File: config.mk
export PLATFORM = sky130hd
export DESIGN_NAME = imem_loader_flat
export DESIGN_NICKNAME = d
export VERILOG_FILES = /design/src/rtl/imem_loader_if.sv /design/src/rtl/imem_loader.sv /design/src/flat_wrapper.sv
export SDC_FILE = /design/constraint.sdc
export NUM_CORES = 1
export LEC_CHECK = 0
export ABC_AREA = 1
export BUFFER_PORTS_ARGS = -buffer_cell sky130_fd_sc_hd__buf_4
export CORE_MARGIN = 10
export CORE_UTILIZATION = 35
export CTS_CLUSTER_SIZE = 30
export DETAILED_ROUTE_END_ITERATION = 7
export HOLD_SLACK_MARGIN = 0.06
export PLACE_DENSITY = 0.66
export SETUP_SLACK_MARGIN = 0.5
export SYNTH_ARGS = -nofsm -noshare
export SYNTH_HDL_FRONTEND = slang
export SYNTH_SLANG_ARGS = --single-unit
File: constraint.sdc
create_clock -name clk -period 1.5 [get_ports clk]
set_clock_uncertainty 0.2 [all_clocks]
set_input_delay 0.075 -clock clk [delete_from_list [all_inputs] [get_ports clk]]
set_output_delay 0.075 -clock clk [all_outputs]
set_load 0.01 [all_outputs]
File: src/rtl/imem_loader_if.sv
// Byte-stream input and instruction-memory write bus of the loader.
// slave is the loader's view; master is the stream source / memory side.
interface imem_loader_if #(
  parameter int ADDR_W = 8
);
  logic [7:0]        in_data;
  logic              in_valid;
  logic              in_ready;
  logic              imem_we;
  logic [ADDR_W-1:0] imem_addr;
  logic [15:0]       imem_wdata;

  modport slave (
    input  in_data,
    input  in_valid,
    output in_ready,
    output imem_we,
    output imem_addr,
    output imem_wdata
  );

  modport master (
    output in_data,
    output in_valid,
    input  in_ready,
    input  imem_we,
    input  imem_addr,
    input  imem_wdata
  );
endinterface

File: src/rtl/imem_loader.sv
// Instruction-memory loader: assembles {hi,lo} words from a byte stream,
// writes them upward from BASE_ADDR, holds the core in reset and checks an XOR checksum.
//
// state    | meaning
// IDLE     | after reset, waiting for start
// GET_LEN  | waiting for word-count byte (0 = 256 words)
// GET_HI   | waiting for high byte of next word
// GET_LO   | waiting for low byte of next word
// WRITE    | single-cycle memory write of {hi,lo}
// GET_CSUM | waiting for checksum byte
// DONE     | session finished, core released, error valid
module imem_loader #(
  parameter int                ADDR_W    = 8,
  parameter logic [ADDR_W-1:0] BASE_ADDR = '0
) (
  input  logic         clk,
  input  logic         rst,
  input  logic         start,
  imem_loader_if.slave bus,
  output logic         core_hold,
  output logic         done,
  output logic         error
);

  typedef enum logic [2:0] {
    IDLE,
    GET_LEN,
    GET_HI,
    GET_LO,
    WRITE,
    GET_CSUM,
    DONE
  } state_t;

  localparam logic [ADDR_W-1:0] ADDR_ONE = ADDR_W'(1);

  state_t            state;
  state_t            state_nxt;
  logic              xfer;
  logic [8:0]        rem;
  logic [7:0]        csum;
  logic [7:0]        hi;
  logic [7:0]        lo;
  logic [ADDR_W-1:0] addr;

  assign xfer           = bus.in_valid & bus.in_ready;
  assign bus.imem_addr  = addr;
  assign bus.imem_wdata = {hi, lo};

  always_ff @(posedge clk or negedge rst) begin
    if (!rst) begin
      state <= IDLE;
    end else begin
      state <= state_nxt;
    end
  end

  always_comb begin
    state_nxt    = state;
    bus.in_ready = 1'b0;
    bus.imem_we  = 1'b0;
    case (state)
      IDLE, DONE: begin
        if (start) state_nxt = GET_LEN;
      end
      GET_LEN: begin
        bus.in_ready = 1'b1;
        if (xfer) state_nxt = GET_HI;
      end
      GET_HI: begin
        bus.in_ready = 1'b1;
        if (xfer) state_nxt = GET_LO;
      end
      GET_LO: begin
        bus.in_ready = 1'b1;
        if (xfer) state_nxt = WRITE;
      end
      WRITE: begin
        bus.imem_we = 1'b1;
        state_nxt   = (rem == 9'd1) ? GET_CSUM : GET_HI;
      end
      GET_CSUM: begin
        bus.in_ready = 1'b1;
        if (xfer) state_nxt = DONE;
      end
      default: state_nxt = IDLE;
    endcase
  end

  // rem counts words still to be written; it is loaded with 256 for a zero length byte.
  always_ff @(posedge clk or negedge rst) begin
    if (!rst) begin
      rem       <= '0;
      csum      <= '0;
      hi        <= '0;
      lo        <= '0;
      addr      <= '0;
      core_hold <= 1'b0;
      done      <= 1'b0;
      error     <= 1'b0;
    end else begin
      case (state)
        IDLE, DONE: begin
          if (start) begin
            rem       <= '0;
            csum      <= '0;
            addr      <= BASE_ADDR;
            core_hold <= 1'b1;
            done      <= 1'b0;
            error     <= 1'b0;
          end
        end
        GET_LEN: begin
          if (xfer) rem <= (bus.in_data == 8'd0) ? 9'd256 : {1'b0, bus.in_data};
        end
        GET_HI: begin
          if (xfer) begin
            hi   <= bus.in_data;
            csum <= csum ^ bus.in_data;
          end
        end
        GET_LO: begin
          if (xfer) begin
            lo   <= bus.in_data;
            csum <= csum ^ bus.in_data;
          end
        end
        WRITE: begin
          addr <= addr + ADDR_ONE;
          rem  <= rem - 9'd1;
        end
        GET_CSUM: begin
          if (xfer) begin
            error     <= (csum != bus.in_data);
            done      <= 1'b1;
            core_hold <= 1'b0;
          end
        end
        default: ;
      endcase
    end
  end

endmodule

File: src/flat_wrapper.sv
// flat-port wrapper written by rule: the top's interface ports become plain ports
module imem_loader_flat 
#(
  parameter int                ADDR_W    = 8,
  parameter logic [ADDR_W-1:0] BASE_ADDR = '0
)
  (clk, rst, start, core_hold, done, error, bus_in_data, bus_in_valid, bus_in_ready, bus_imem_we, bus_imem_addr, bus_imem_wdata);
  imem_loader_if #(.ADDR_W(ADDR_W)) bus_i ();
  input  logic clk;
  input  logic rst;
  input  logic start;
  output logic core_hold;
  output logic done;
  output logic error;
  input wire logic [$bits(bus_i.in_data)-1:0] bus_in_data;
  input wire logic [$bits(bus_i.in_valid)-1:0] bus_in_valid;
  output wire logic [$bits(bus_i.in_ready)-1:0] bus_in_ready;
  output wire logic [$bits(bus_i.imem_we)-1:0] bus_imem_we;
  output wire logic [$bits(bus_i.imem_addr)-1:0] bus_imem_addr;
  output wire logic [$bits(bus_i.imem_wdata)-1:0] bus_imem_wdata;
  assign bus_i.in_data = bus_in_data;
  assign bus_i.in_valid = bus_in_valid;
  assign bus_in_ready = bus_i.in_ready;
  assign bus_imem_we = bus_i.imem_we;
  assign bus_imem_addr = bus_i.imem_addr;
  assign bus_imem_wdata = bus_i.imem_wdata;
  imem_loader #(.ADDR_W(ADDR_W), .BASE_ADDR(BASE_ADDR)) u_core (.clk(clk), .rst(rst), .start(start), .bus(bus_i), .core_hold(core_hold), .done(done), .error(error));
endmodule
==> reports/qor.csv, run 1 <==
stage,metric,value,unit
run_status,run status,"finished, violations left",
run_status,failing checks,"negative hold slack, negative setup slack",
sta,final worst slack,-169,ps
sta,maximum operating frequency,599,MHz
grt,final global-route overflow total,0,
floorplanning,Die ar.,11100,µm²
worst_setup_path,critical-path maximum fanout,4,
synth,Synth Area in Simple Gates,0.310,
grt,number of global-route vias before repair,2620,
synth,number of synthesized flops with an enable pin,0,
clock_tree,number of levels in the clock H-tree,2,
floorplanning,placement row count,31,
synth,number of instances in the synthesized netlist,328,
sta,final worst hold slack,-431,ps
sta,"Min Clock Period, post-route",1670,ps
routing,number of nets with antenna violations after routing,0,
sta,fin. max-slew vios,0,
synth,post-synthesis average cell area,7.77,µm²
clock_tree,clock sink count,47,
synth,top cell type's share of synthesized area,0.461,
clock_tree,hold-fix buffer count after cts,2,
place,DP Wirelength,4950,µm
grt,GRT Util Overall,0.137,
synth,most used flip-flop cell after synthesis,dfrtp_1,
synth,biggest area consumer among synthesized cells,dfrtp_1,
power_and_ir_drop,Leak,1.92,nW
clock_tree,clock slew seen by the registers of the worst setup and hold paths,90,ps
clock_tree,maximum buffer depth of the clock tree,2,
routing,vias per std cell,4.85,
sta,worst-margin pin slew,610,ps
routing,Total Routed Length,8010,µm
floorplanning,core region area,7180,µm²
synth,cell types with the largest area share after synthesis,"dfrtp_1 46%, nand2_1 13%, nand3_1 6.1%, nor2_1 5.6%, inv_1 5.3%",
flow_run,max-capacitance violation count,0,
routing,Wirelength per Cell,15.2,µm
synth,combinational family with the most area after synthesis,simple AND/OR/NAND/NOR gates,
grt,antenna violations before repair,0,
sta,Setup TNS,-5090,ps
finish,post-route cell area,4010,µm²
floorplanning,initial core utilization,0.355,
place,Final GP Congestion,0.929,
finish,share of post-route cells with drive strength above 1,0.431,
grt,maximum number of pins on one net before global-route repair,48,
place,placed cell areas,3220,µm²
routing,length of the first detailed-routing pass in iterations,4,
floorplanning,Vert. Die Dim,105,µm
synth,summed instance area of the synthesized netlist,2550,µm²
worst_setup_path,Worst Setup Start Kind,register,
sta,count of final setup violators,49,
synth,nets in the synthesized netlist,343,
synth,share of cell area taken by muxes after synthesis,0,
grt,global-route wire length before repair,12700,µm
sta,worst rel slew slack,0.594,
finish,non-filler instance count after layout,528,
finish,net total in the final layout,443,
clock_tree,TritonCTS clock tree,built,
synth,"top cells by count, synth","91 x nand2_1, 47 x dfrtp_1, 38 x nor2_1, 36 x inv_1, 31 x nand3_1",
place,Post-Place Worst Slack,-90.2,ps
synth,most frequent cell after synthesis,nand2_1,
synth,share of synthesized registers carrying an async set or reset,1.00,
clock_tree,number of buffers created by CTS,5,
min_path,path class of the lowest-slack min-delay path,in2async,
worst_setup_path,Crit Path Class,reg2out,
finish,post-synthesis to final-layout area growth,57.4,%
routing,DRT iter0 DRCs,164,
place,number of cells in the design after placement,491,
synth,compound-cell area share of the yosys netlist,0.108,
clock_tree,insertion delay of the later-clocked pin in the worst-skew pair,310,ps
power_and_ir_drop,power per unit of standard cell area,1950,nW/µm²
worst_setup_path,capturing element type of the critical path,output pin,
sta,final hold violations,71,
floorplanning,width of the die,105,µm
routing,number of vias after detailed routing,2562,
worst_setup_path,critical path required time,1220,ps
synth,number of distinct library cells after synthesis,26,
finish,Diodes inserted,0,
worst_setup_path,worst path arrival time,1390,ps
floorplanning,I/O pin cnt,41,
sta,RSZ-0062 raised after global routing,yes,
synth,"flops & latches, synth",47,
synth,adder-cell area share of the yosys netlist,0.0147,
sta,portion of the clock cycle consumed by the worst path in the final layout,1.11,
synth,sequential fraction of the synthesis area,0.461,
power_and_ir_drop,Max rail drop VDD,0.000820,V
synth,post-synthesis xor/xnor area fraction,0.0275,
place,buffers added on ports,40,
routing,residual DRC count,0,
clock_tree,clock tree root buffer cell,clkbuf_8,
synth,count of yosys warnings during synthesis,0,
==> report_power, final <==
part	switching [mW]	internal (mW)	total (mW)
sequential	0.450	1.73	2.18
clock	0.478	0.506	0.984
combinational	2.40	2.27	4.66
total	3.33	4.50	7.83
==> state kept, by name, summed over array words and instances, names as in the netlist <==
register	count
u_core.bus.imem_addr	8
u_core.core_hold	1
u_core.csum	8
u_core.done	1
u_core.error	1
u_core.hi	8
u_core.lo	8
u_core.rem	9
u_core.state	3
==> layout by cell type, fill, tap and decap left out, drive strengths merged <==
cell	instances
a21oi	6
buf	94
bufinv	1
clkbuf	5
clkinv	1
dfrtp	47
dlygate4sd3	2
ha	3
inv	41
nand2	97
nand3	33
nand4	2
nor2	43
nor3	4
o21a	9
o21ai	30
o22ai	2
o31ai	1
xnor2	8
==> cells by family (layout without fill, tap and decap cells) <==
logic type / after synthesis / count (layout)
compound gates: 48 / 48
flops: 47 / 47
simple gates: 177 / 179
xor+xnor: 8 / 8
fa+ha+maj: 3 / 3
buf+inv: 45 / 144
==> area by class of cell <==
cell class | instances | area, µm²
clock buffers | 5 | 68.8
clock inverters | 3 | 47.5
fillers | 597 | 3160
inverters | 39 | 159
multi-input cells | 238 | 1490
flip-flops and latches | 47 | 1190
well taps | 99 | 124
repair buffers | 96 | 925
repair inverters | 1 | 8.76
==> metal layers <==
layer	track usage	vias to the layer above	wire, µm
li1	-	1255	-
met1	0.166	1244	3380
met2	0.240	55	4150
met3	0.0262	8	362
met4	0.0422	0	113
met5	0	-	0
==> critical path, cell delays in order, from the launching register on <==
cell and delay, ps:
dfrtp_2 470, inv_2 100, nand2_2 80, nor2_4 120, buf_4 130, buf_6 90, buf_6 90
==> path summary, 6_finish.rpt <==
kind | start | endpoint | slack (ps) | cells after the start
max in group asynchronous | rst | u_core.state[2]$_DFFE_PN0P_ | 1090 | 1
hold / removal | rst | u_core.bus.imem_addr[4]$_DFFE_PN0P_ | -430 | 1
setup / recovery | u_core.state[1]$_DFFE_PN0P_ | bus_imem_we | -170 | 6
min in group clk | bus_in_data[5] | u_core.hi[5]$_DFFE_PN0P_ | -80 | 3
hold reg to reg | u_core.bus.imem_addr[0]$_DFFE_PN0P_ | u_core.bus.imem_addr[0]$_DFFE_PN0P_ | 320 | 1
setup reg to reg | u_core.state[1]$_DFFE_PN0P_ | u_core.lo[3]$_DFFE_PN0P_ | -160 | 8
==> through the flow <==
step | util | power (mW) | hold slack (ps)
global placement | 0.448 | 5.29 | -65.0
finish | 0.559 | 7.83 | -431
CTS | 0.533 | 7.29 | -405
floorplan | - | 4.01 | -421
detailed placement | 0.448 | 5.34 | -62.3
global route | 0.559 | 8.34 | -382
==> repair_timing <==
item	CTS	global route
setup buffers	18	6
resized for setup	101	39
cloned	3	0
endpoints found under the setup margin	76	76
pin swaps	19	8
endpoints found under the hold margin	85	80
Power figures use the tool's default switching activity.
==> run 2, diff against run 1 <==
==> constraint.sdc (replaced) <==
create_clock -name clk -period 1.5 [get_ports clk]
set_clock_uncertainty 0.2 [all_clocks]
set_input_delay 0.3 -clock clk [delete_from_list [all_inputs] [get_ports clk]]
set_output_delay 0.3 -clock clk [all_outputs]
set_load 0.01 [all_outputs]
==> run 2 against run 1 <==
- the run still ends with negative hold slack, negative setup slack left
- critical path type unchanged
- largest power group unchanged
- sequential power fell by 2%
- register-to-register slack got worse by 100 ps
- critical endpoint is now bus_in_ready
- clock power fell by 1%
- setup slack got worse by 140 ps
==> reports/qor.csv, run 2 (synthesized netlist as in run 1, its figures left out) <==
stage,metric,value,unit
routing,Total Routed Length,8210,µm
sta,final worst hold slack,-325,ps
sta,final hold violations,47,
power_and_ir_drop,Max rail drop VDD,0.000751,V
power_and_ir_drop,Internal Pwr Total,4.77,mW
grt,antenna violations before repair,0,
finish,Diodes inserted,0,
worst_setup_path,Critical Path Slowest Stage Cell,dfrtp_2,
worst_setup_path,critical-path maximum fanout,4,
grt,maximum number of pins on one net before global-route repair,28,
sta,worst-margin pin slew,311,ps
floorplanning,Vert. Die Dim,105,µm
sta,RSZ-0062 raised after global routing,yes,
worst_setup_path,stage delay of the slowest cell on the critical path,460,ps
min_path,path class of the lowest-slack min-delay path,in2async,
flow_run,max-capacitance violation count,0,
sta,worst rel slew slack,0.791,
finish,share of post-route cells with drive strength above 1,0.462,
grt,number of global-route vias before repair,2676,
finish,"top library cells by usage in the layout, fill and taps aside","71 x buf_4, 68 x nand2_1, 44 x dfrtp_1",
sta,fin. max-slew vios,0,
worst_setup_path,critical path required time,1000,ps
sta,count of final setup violators,49,
routing,residual DRC count,0,
grt,global-route wire length before repair,12800,µm
clock_tree,clock slew seen by the registers of the worst setup and hold paths,100,ps
floorplanning,core region area,7180,µm²
sta,maximum operating frequency,554,MHz
clock_tree,clock sink count,47,
routing,number of vias after detailed routing,2704,
floorplanning,I/O pin cnt,41,
floorplanning,initial core utilization,0.355,
sta,portion of the clock cycle consumed by the worst path in the final layout,1.20,
finish,flip-flop and latch area,1180,µm²
clock_tree,insertion delay of the later-clocked pin in the worst-skew pair,310,ps
grt,final global-route overflow total,0,
run_status,failing checks,"negative hold slack, negative setup slack",
power_and_ir_drop,switching part of the total,0.420,
routing,met2 routed WL,4490,µm
place,buffers added on ports,40,
grt,GRT Util Overall,0.138,
routing,vias per std cell,4.93,
routing,DRT iter0 DRCs,194,
worst_setup_path,capturing element type of the critical path,output pin,
run_status,run status,"finished, violations left",
sta,Setup TNS,-9080,ps
finish,Filler Cells Inserted,554,
clock_tree,maximum buffer depth of the clock tree,2,
floorplanning,placement row count,31,
routing,number of nets with antenna violations after routing,0,
power_and_ir_drop,switching power of the nets,3.45,mW
floorplanning,Die ar.,11100,µm²
clock_tree,number of buffers created by CTS,5,
worst_setup_path,Crit Path Class,reg2out,
place,placed cell areas,3260,µm²
routing,top layer in use,met4,
worst_setup_path,CP Buf/Inv Count,3,
finish,Largest register FFs,9,
place,Final GP Congestion,0.861,
routing,met3 wirelength from detailed routing,401,µm
finish,post-synthesis to final-layout area growth,65.9,%
routing,Wirelength per Cell,15.0,µm
power_and_ir_drop,power per unit of standard cell area,1940,nW/µm²
worst_setup_path,cell breakdown of the critical path,buf_6 -> nor2_4 -> a21oi_4 -> buf_6 -> buf_6,
finish,post-route cell area,4230,µm²
finish,largest register by flop count,u_core.rem,
worst_setup_path,Worst Setup Start Kind,register,
worst_setup_path,dominant delay contributor by cell family on the critical path,flip-flops,
routing,length of the first detailed-routing pass in iterations,4,
power_and_ir_drop,clock group share of total power,0.118,
routing,post-route met1 wirelength,3180,µm
worst_setup_path,worst path arrival time,1300,ps
power_and_ir_drop,Leak,2.08,nW
sta,final worst slack,-304,ps
finish,most common library cell in the layout ignoring fill and taps,buf_4,
power_and_ir_drop,logic gate share of total power,0.621,
place,DP Wirelength,4970,µm
finish,Util after Layout,0.589,
power_and_ir_drop,sequential power share,0.261,
finish,area of the multi-input gates,1550,µm²
sta,"Min Clock Period, post-route",1800,ps
finish,net total in the final layout,464,
clock_tree,TritonCTS clock tree,built,
floorplanning,width of the die,105,µm
place,Post-Place Worst Slack,-109,ps
worst_setup_path,most frequent CP cell,buf_6,
clock_tree,number of levels in the clock H-tree,2,
clock_tree,clock tree root buffer cell,clkbuf_8,
run 2: path summary, 6_finish.rpt:
kind                       depth (start not counted)  slack (ps)                             endpoint                          from
max                                                5        -300                         bus_in_ready   u_core.state[1]$_DFFE_PN0P_
min                                                1        -320          u_core.state[2]$_DFFE_PN0P_                           rst
max reg2reg                                       11        -260            u_core.rem[2]$_DFFE_PN0P_   u_core.state[1]$_DFFE_PN0P_
min reg2reg                                        1         330         u_core.core_hold$_DFFE_PN0P_  u_core.core_hold$_DFFE_PN0P_
max in group asynchronous                          2         970             u_core.lo[7]$_DFFE_PN0P_                           rst
min in group clk                                   4         170  u_core.bus.imem_addr[3]$_DFFE_PN0P_                         start
run 2: per-layer routing:
layer  vias to the layer above  GRT usage
met3                        11     0.0262
met2                        85      0.240
li1                       1294          -
met5                         -          0
met1                      1314      0.168
met4                         0     0.0451
run 2: timing repair:
action | 4_1_cts | 5_1_grt
pin swaps | 10 | 23
gates cloned | 3 | 0
endpoints found under the hold margin | 47 | 47
setup buffers | 30 | 11
resized for setup | 78 | 62
setup endpoints to repair | 76 | 76
run 2: layout make-up:
cell class / instances / area share
inverter: 39 / 0.0376
timing repair inverter: 1 / 0.00148
tap: 99 / 0.0293
multi-input combinational: 237 / 0.366
clock buffer: 5 / 0.0163
sequential: 47 / 0.279
timing repair buffer: 118 / 0.260
clock inverter: 3 / 0.0104
run 2: power groups by stage:
stage	clock network, mW	logic, mW	registers [mW]
detailed placement	0	3.19	2.09
finish	0.970	5.11	2.14
global placement	0	3.13	2.08
global route	1.02	5.54	2.20
floorplan	0	1.84	2.17
CTS	0.978	4.35	2.11
run 2: stage by stage:
stage | total power [mW] | instances
6_report | 8.22 | 549
5_1_grt | 8.76 | 549
4_1_cts | 7.44 | 538
3_5_place_dp | 5.28 | 497
3_3_place_gp | 5.21 | 497
2_1_floorplan | 4.01 | 328
